$ cat src/rtl/pipe_pkg.sv
// Shared pipeline-stage definitions: occupancy encoding, statistics width,
// per-stage payload widths and the NOP payloads loaded on flush.
package pipe_pkg;

  localparam logic [1:0] OCC_EMPTY = 2'd0;
  localparam logic [1:0] OCC_ONE   = 2'd1;
  localparam logic [1:0] OCC_FULL  = 2'd2;

  localparam int unsigned PIPE_STAT_W = 16;

  localparam int unsigned IF_ID_W  = 64;
  localparam int unsigned ID_EX_W  = 128;
  localparam int unsigned EX_MEM_W = 96;
  localparam int unsigned MEM_WB_W = 72;

  // addi x0, x0, 0 in the instruction field keeps a flushed IF/ID slot decodable.
  localparam logic [31:0]         RV_NOP     = 32'h0000_0013;
  localparam logic [IF_ID_W-1:0]  IF_ID_NOP  = {32'h0000_0000, RV_NOP};
  localparam logic [ID_EX_W-1:0]  ID_EX_NOP  = '0;
  localparam logic [EX_MEM_W-1:0] EX_MEM_NOP = '0;
  localparam logic [MEM_WB_W-1:0] MEM_WB_NOP = '0;

  function automatic logic [1:0] occ_encode(input logic main_v, input logic skid_v);
    return skid_v ? OCC_FULL : (main_v ? OCC_ONE : OCC_EMPTY);
  endfunction

endpackage

$ cat src/rtl/pipe_sat_counter.sv
// Saturating up-counter with synchronous clear; sticks at all-ones.
module pipe_sat_counter #(
  parameter int unsigned Width = 16
) (
  input  logic             clk_i,
  input  logic             clr_i,
  input  logic             inc_i,
  output logic [Width-1:0] count_o
);

  logic [Width-1:0] count_q, count_d;

  always_comb begin
    count_d = count_q;
    if (clr_i) begin
      count_d = '0;
    end else if (inc_i && (count_q != {Width{1'b1}})) begin
      count_d = count_q + {{(Width-1){1'b0}}, 1'b1};
    end
  end

  always_ff @(posedge clk_i) begin
    count_q <= count_d;
  end

  assign count_o = count_q;

endmodule

$ cat src/rtl/pipe_stage_reg.sv
// Pipeline stage register with 2-entry skid buffer, stall, flush and NOP fill.
// Optional statistics counters are enabled with PIPE_STAGE_STATS_EN.
module pipe_stage_reg
  import pipe_pkg::*;
#(
  parameter int unsigned        DATA_W    = 64,
  parameter logic [DATA_W-1:0]  FLUSH_VAL = {DATA_W{1'b0}}
) (
  input  logic              clk,
  input  logic              reset,
  input  logic              flush,
  input  logic              stall,
  input  logic              in_valid,
  output logic              in_ready,
  input  logic [DATA_W-1:0] in_data,
  output logic              out_valid,
  input  logic              out_ready,
  output logic [DATA_W-1:0] out_data,
  output logic [1:0]        occupancy
`ifdef PIPE_STAGE_STATS_EN
  ,
  output logic [PIPE_STAT_W-1:0] stall_cnt,
  output logic [PIPE_STAT_W-1:0] bubble_cnt,
  output logic [PIPE_STAT_W-1:0] flush_cnt
`endif
);

  logic              main_valid_q, main_valid_d;
  logic              skid_valid_q, skid_valid_d;
  logic [DATA_W-1:0] main_data_q, main_data_d;
  logic [DATA_W-1:0] skid_data_q, skid_data_d;
  logic [1:0]        occ;
  logic              push, pop;

  assign occ       = occ_encode(main_valid_q, skid_valid_q);
  assign occupancy = occ;
  // stall is the only combinational term on either handshake side.
  assign in_ready  = !skid_valid_q && !stall;
  assign out_valid = main_valid_q && !stall;
  assign out_data  = main_data_q;
  assign push      = in_valid && in_ready;
  assign pop       = out_valid && out_ready;

  always_comb begin
    main_valid_d = main_valid_q;
    skid_valid_d = skid_valid_q;
    main_data_d  = main_data_q;
    skid_data_d  = skid_data_q;
    if (flush) begin
      main_valid_d = 1'b0;
      skid_valid_d = 1'b0;
      main_data_d  = FLUSH_VAL;
      skid_data_d  = FLUSH_VAL;
    end else begin
      case (occ)
        OCC_EMPTY: begin
          if (push) begin
            main_valid_d = 1'b1;
            main_data_d  = in_data;
          end
        end
        OCC_ONE: begin
          if (push && pop) begin
            main_data_d = in_data;
          end else if (push) begin
            skid_valid_d = 1'b1;
            skid_data_d  = in_data;
          end else if (pop) begin
            main_valid_d = 1'b0;
            main_data_d  = FLUSH_VAL;
          end
        end
        OCC_FULL: begin
          if (pop) begin
            skid_valid_d = 1'b0;
            main_data_d  = skid_data_q;
            skid_data_d  = FLUSH_VAL;
          end
        end
        default: ;
      endcase
    end
  end

  always_ff @(posedge clk) begin
    if (reset) begin
      main_valid_q <= 1'b0;
      skid_valid_q <= 1'b0;
      main_data_q  <= FLUSH_VAL;
      skid_data_q  <= FLUSH_VAL;
    end else begin
      main_valid_q <= main_valid_d;
      skid_valid_q <= skid_valid_d;
      main_data_q  <= main_data_d;
      skid_data_q  <= skid_data_d;
    end
  end

`ifdef PIPE_STAGE_STATS_EN
  pipe_sat_counter #(
    .Width(PIPE_STAT_W)
  ) u_stall_cnt (
    .clk_i  (clk),
    .clr_i  (reset),
    .inc_i  (stall),
    .count_o(stall_cnt)
  );

  pipe_sat_counter #(
    .Width(PIPE_STAT_W)
  ) u_bubble_cnt (
    .clk_i  (clk),
    .clr_i  (reset),
    .inc_i  (out_ready && !out_valid && !stall),
    .count_o(bubble_cnt)
  );

  pipe_sat_counter #(
    .Width(PIPE_STAT_W)
  ) u_flush_cnt (
    .clk_i  (clk),
    .clr_i  (reset),
    .inc_i  (flush),
    .count_o(flush_cnt)
  );
`else
  // Statistics disabled: no counters, handshake behaviour unchanged.
`endif

endmodule

$ cat config.mk
export PLATFORM = sky130hd
export DESIGN_NAME = pipe_stage_reg
export DESIGN_NICKNAME = d
export VERILOG_FILES = /design/src/rtl/pipe_pkg.sv /design/src/rtl/pipe_sat_counter.sv /design/src/rtl/pipe_stage_reg.sv
export SDC_FILE = /design/constraint.sdc
export NUM_CORES = 1
export LEC_CHECK = 0
export CORE_ASPECT_RATIO = 0.75
export CORE_MARGIN = 10
export CORE_UTILIZATION = 53
export DETAILED_ROUTE_END_ITERATION = 6
export HOLD_SLACK_MARGIN = 0.1
export PLACE_DENSITY_LB_ADDON = 0.25
export SYNTH_ARGS = -nofsm -noshare
export SYNTH_HDL_FRONTEND = slang
export SYNTH_SLANG_ARGS = --single-unit
$ cat constraint.sdc
create_clock -name clk -period 5.4 [get_ports clk]
set_clock_uncertainty 0.2 [all_clocks]
set_input_delay 1.08 -clock clk [delete_from_list [all_inputs] [get_ports clk]]
set_output_delay 1.08 -clock clk [all_outputs]
set_load 0.02 [all_outputs]
==> results of run 1 <==
-- worst max-delay path, cell delays in order --
cell             delay [ps]
clkdlybuf4s50_1         570
nand2b_1                280
inv_1                    80
clkdlybuf4s50_1         600
-- cells by family (layout without fill, tap and decap cells) --
group,after synthesis,after routing,share of synthesized area
flip-flops,130,130,0.474
buffers and inverters,79,181,0.0730
AO/OA/AOI/OAI,197,197,0.245
AND/OR/NAND/NOR,270,270,0.208
-- per-stage QoR --
step,hold WS (ps),worst slack (ps),power [mW]
global placement,254,1530,1.25
floorplan,246,2700,1.14
finish,267,1510,2.52
CTS,268,1500,2.53
detailed placement,259,1470,1.25
global route,284,1450,2.60
-- worst paths after layout --
kind / startpoint / end / slack [ps] / depth (start not counted)
setup / recovery: stall / out_valid / 1510 / 4
hold / removal: skid_data_q[41] / skid_data_q[41] / 270 / 2
setup reg to reg: skid_valid_q / out_data[12] / 2560 / 5
hold reg to reg: skid_data_q[41] / skid_data_q[41] / 270 / 2
-- synthesized netlist by cell type --
cell type / number / area [µm²]
nand2b_1: 1 / 6.26
or3b_1: 1 / 8.76
o21ai_0: 65 / 325
clkbuf_1: 37 / 139
o22ai_1: 64 / 400
buf_2: 23 / 115
dfxtp_1: 130 / 2600
nor4bb_1: 1 / 10.0
nand2_1: 194 / 728
buf_4: 4 / 30.0
nor3_1: 64 / 320
o31ai_1: 1 / 7.51
buf_6: 7 / 78.8
nor2_1: 2 / 7.51
nor2_2: 1 / 6.26
a21oi_1: 2 / 10.0
a21oi_4: 1 / 16.3
a311oi_2: 4 / 60.1
or2_2: 1 / 6.26
a311oi_1: 60 / 526
inv_1: 2 / 7.51
clkbuf_2: 6 / 30.0
nor2b_1: 1 / 6.26
or2_1: 1 / 6.26
and3b_1: 1 / 8.76
nand4b_1: 1 / 8.76
nor4b_2: 1 / 15.0
-- per-layer routing --
layer	GRT usage	vias to the layer above
met5	0	-
met4	0.0796	0
met3	0.0723	27
met2	0.363	249
met1	0.268	2642
li1	-	2619
-- cell type report --
type | count | area share
clock inverter | 12 | 0.0275
inverter | 2 | 0.00101
timing repair buffer | 147 | 0.195
multi-input combinational | 467 | 0.340
clock buffer | 20 | 0.0629
sequential | 130 | 0.351
tap | 136 | 0.0229
-- flip-flops by register name, summed over array words and instances (netlist names) --
register	cells
main_valid_q	1
skid_data_q	64
skid_valid_q	1
out_data	64
-- power by group through the flow --
| stage | Sequential, mW | Clock (mW) | Combinational, mW |
|---|---|---|---|
| 2_1_floorplan | 1.03 | 0 | 0.105 |
| 3_3_place_gp | 1.01 | 0 | 0.237 |
| 3_5_place_dp | 1.01 | 0 | 0.243 |
| 4_1_cts | 0.990 | 1.29 | 0.247 |
| 5_1_grt | 0.992 | 1.34 | 0.266 |
| 6_report | 0.991 | 1.28 | 0.247 |
==> flow_summary.json, run 1 <==
{
  "outcome": "finished, final reports clean",
  "cts_root_buffer": "clkbuf_16",
  "synthDistinctLibCells": 27,
  "viasPerCell": 6.06,
  "finalCritPeriodShare": 0.721,
  "crit_path_max_fanout": 7,
  "port_buffers": 137,
  "n_fill_cell": 731,
  "fmax_mhz": 257,
  "drcViolationCount": 0,
  "final_net_count": 835,
  "drtIter0Drc": 510,
  "die_y_um": 108,
  "p_leak_nw": 2.43,
  "seq_area_frac_synth": 0.474,
  "p_int_mw": 1.95,
  "grt_pass1_vias": 5334,
  "required_ps": 4120,
  "routed.top_layer": "met4",
  "post-route-util": 0.727,
  "drive_above_1_share": 0.0707,
  "wl_per_cell_um": 18.5,
  "diodes": 0,
  "holdCritPathClass": "flip-flop to flip-flop",
  "cts-buffers-inserted": 17,
  "synth.cell_area_um2": 5490,
  "setup-tns-final_ps": 0,
  "wl_met3_um": 1470,
  "wl_met1_um": 7120,
  "grt_antenna_before_repair": 0,
  "cts_buffer_depth": 2,
  "firstDrtPassIters": 5,
  "ys_seq_elements": 130,
  "seqPwrFrac": 0.393,
  "holdBufCountCts": 0,
  "p_comb_frac": 0.098,
  "h-tree-depth": 4,
  "final-setup-viol-count": 0,
  "multi_input_area_um2": 2520,
  "relSlewSlack": 0.127,
  "netSwitchingFraction": 0.227,
  "period_needed_ps": 3890,
  "clkPwrFrac": 0.509,
  "seqCellArea_um2": 2600,
  "rsz0062_at_grt": "no",
  "design_area_um2": 7420,
  "synthCells": 676,
  "final_common_cell": "nand2_1",
  "cts_resized": 0,
  "path_class": "input pin to output port",
  "routed-wl-met2_um": 8000,
  "clkTransAtPathRegs_ps": 50,
  "clk_latency_ps": 410,
  "fin_cells": 914,
  "dieArea_um2": 14900,
  "ir_worst_vdd_mv": 0.328,
  "grt_max_degree": 66,
  "pin_count": 138,
  "row_count": 32,
  "placedCellCount": 882,
  "p_per_area_nw_per_um2": 339,
  "end_kind": "output port",
  "synth_nets": 746,
  "finalHoldViolCount": 0,
  "ant_nets": 0,
  "fp.dieW_um": 137,
  "hpwl_um": 9790,
  "vias": 5537,
  "yosysWarnings": 0,
  "final_max_slew_viol_count": 0,
  "clock_sinks": 130,
  "placed_cell_area_um2": 6750,
  "syn_area_per_cell_um2": 8.12,
  "drt-total-wl_um": 16900,
  "final_cell_mix": "nand2_1 (194), clkdlybuf4s50_1 (137), dfxtp_1 (129)",
  "cp.arrival_ps": 2610,
  "gp_congestion": 0.803,
  "crit_path_start_kind": "input pin",
  "cts_setup_buffers": 0,
  "switchingPower_uw": 571,
  "gr-total-overflow": 0,
  "initial_utilization": 0.537,
  "cts_tree": "built",
  "tightest_slew_ps": 1310,
  "core_um2": 10200,
  "cap_viol_max_count": 0,
  "grt_pass1_wl_um": 26700,
  "gr-usage-all-layers": 0.222,
  "syn_to_final_growth_pct": 35.2
}
(Power assumes the default switching activity.)
==> run 2: changes to the inputs <==
Settings changed: CORE_UTILIZATION 53 to 44.
Clock period 5.4 ns to 3.2 ns, I/O delays scaled along.
==> run 2 against run 1 <==
Routed wire length is 1.6% higher. Cell area is 0.37% higher. Die area is 17% higher. Global-route usage is 2.6 points lower. Via count is 1.0% lower. Total power is 58% higher. Non-clock buffer count is 3 higher. Critical path depth stayed put. Critical endpoint unchanged. Largest cell class unchanged. Largest power group unchanged.
==> flow_summary.json, run 2 (synthesis results as in run 1) <==
{
  "cap_viol_max_count": 0,
  "finalHoldViolCount": 0,
  "placedCellCount": 915,
  "cp_top_family": "buffers and inverters",
  "clkTransAtPathRegs_ps": 50,
  "final_common_cell": "nand2_1",
  "ir_worst_vdd_mv": 0.375,
  "ant_nets": 0,
  "gp_congestion": 0.821,
  "p_leak_nw": 2.43,
  "crit_path_start": "stall",
  "rr_startpoint": "skid_valid_q",
  "required_ps": 2360,
  "r2r_cells": 5,
  "r2r_slack_ps": 570,
  "initial_utilization": 0.447,
  "rsz0062_at_grt": "no",
  "final-setup-viol-count": 0,
  "finalPower_mw": 3.98,
  "crit_top_cell": "clkdlybuf4s50_1",
  "critPathMaxStageDelay_ps": 600,
  "firstDrtPassIters": 5,
  "gr-total-overflow": 0,
  "final_net_count": 838,
  "gr-usage-all-layers": 0.196,
  "port_buffers": 137,
  "grt_antenna_before_repair": 0,
  "cts_resized": 0,
  "min_path_cells": 2,
  "setup-tns-final_ps": 0,
  "grt_max_degree": 129,
  "final_cell_mix": "nand2_1 (194), clkdlybuf4s50_1 (137), dfxtp_1 (129)",
  "dieArea_um2": 17400,
  "cts_root_buffer": "clkbuf_16",
  "die_y_um": 117,
  "cp.arrival_ps": 2020,
  "hpwl_um": 10300,
  "cts_tree": "built",
  "slowest_stage": "clkdlybuf4s50_1",
  "crit_path_max_fanout": 3,
  "drcViolationCount": 0,
  "grt_pass1_vias": 5496,
  "holdBufCountCts": 0,
  "dp_slack_ps": 290,
  "crit_path_start_kind": "input pin",
  "drtIter0Drc": 469,
  "placed_cell_area_um2": 6870,
  "tightest_slew_ps": 798,
  "fmax_mhz": 349,
  "diodes": 0,
  "fp.dieW_um": 149,
  "p_per_area_nw_per_um2": 535,
  "cts_buffer_depth": 2,
  "core_um2": 12300,
  "relSlewSlack": 0.468,
  "cts_setup_buffers": 0,
  "viasPerCell": 5.81,
  "period_needed_ps": 2860,
  "drt-total-wl_um": 17100,
  "drive_above_1_share": 0.0682,
  "clock_sinks": 130,
  "r2r_end": "out_data[58]",
  "finalCritPeriodShare": 0.895,
  "endpoint": "out_valid",
  "fin_cells": 943,
  "critical_path_depth": 4,
  "vias": 5481,
  "h-tree-depth": 4,
  "crit_chain": "clkdlybuf4s50_1 -> nand2b_1 -> inv_1 -> clkdlybuf4s50_1",
  "design_area_um2": 7450,
  "final_max_slew_viol_count": 0,
  "pin_count": 138,
  "fin_ws_ps": 336,
  "holdCritPathClass": "flip-flop to flip-flop",
  "cts-buffers-inserted": 17,
  "clk_latency_ps": 400,
  "grt_pass1_wl_um": 27900,
  "syn_to_final_growth_pct": 35.7,
  "path_buf_inv": 3,
  "path_class": "input pin to output port",
  "wl_per_cell_um": 18.2,
  "outcome": "finished, final reports clean",
  "end_kind": "output port",
  "row_count": 35
}
[run 2: cell types whose count changed in the layout (fill, tap and decap cells not counted)]
cell	previous run	this run
buf_12	0	5
clkinv_2	1	2
clkbuf_8	3	5
bufinv_16	5	2
clkinv_4	3	0
clkinvlp_4	3	1
buf_4	10	8
clkbuf_1	0	1
[run 2: per-layer routing]
layer  share of wire  routed length [µm]  GRT usage  vias up
li1                -                   -          -     2619
met1            0.42                7200      0.238     2623
met2            0.48                8300      0.323      220
met3           0.084                1440     0.0561       19
met4           0.012                 199     0.0757        0
met5               0                   0          0        -
[run 2: through the flow]
| stage | hold slack [ps] | util |
|---|---|---|
| 6_report | 264 | 0.607 |
| 5_1_grt | 282 | 0.607 |
| 4_1_cts | 267 | 0.607 |
| 3_5_place_dp | 259 | 0.560 |
| 3_3_place_gp | 253 | 0.560 |
| 2_1_floorplan | 246 | - |
[run 2: layout make-up]
cell class                      count  area, µm²
Clock buffer                       23        498
Clock inverter                      5       77.6
Fill cell                        1044       4810
Inverter                            2       7.51
Multi-Input combinational cell    467       2520
Sequential cell                   130       2600
Tap cell                          166        208
Timing Repair Buffer              150       1530
[run 2: how the worst min path moves through the flow]
| stage | startpoint | end | slack [ps] |
|---|---|---|---|
| after global routing | skid_data_q[47] | skid_data_q[47] | 280 |
| after detailed placement | skid_data_q[24] | skid_data_q[24] | 260 |
| after global placement | skid_data_q[57] | skid_data_q[57] | 250 |
| final | skid_data_q[56] | skid_data_q[56] | 260 |
| after CTS | skid_data_q[47] | skid_data_q[47] | 270 |
| after floorplan | skid_data_q[0] | skid_data_q[0] | 250 |
[run 2: worst min-delay path, delay by kind of cell, from the launching register on]
| family | cells | cell delay [ps] |
|---|---|---|
| AND/OR/NAND/NOR | 1 | 50 |
| AO/OA/AOI/OAI | 1 | 60 |
| flip-flops | 1 | 300 |
[run 2: where the power goes]
part           switching (mW)  internal [mW]  total (mW)
sequential             0.0207           1.65        1.67
combinational           0.229          0.197       0.426
clock                   0.653           1.23        1.88
total                   0.903           3.08        3.98
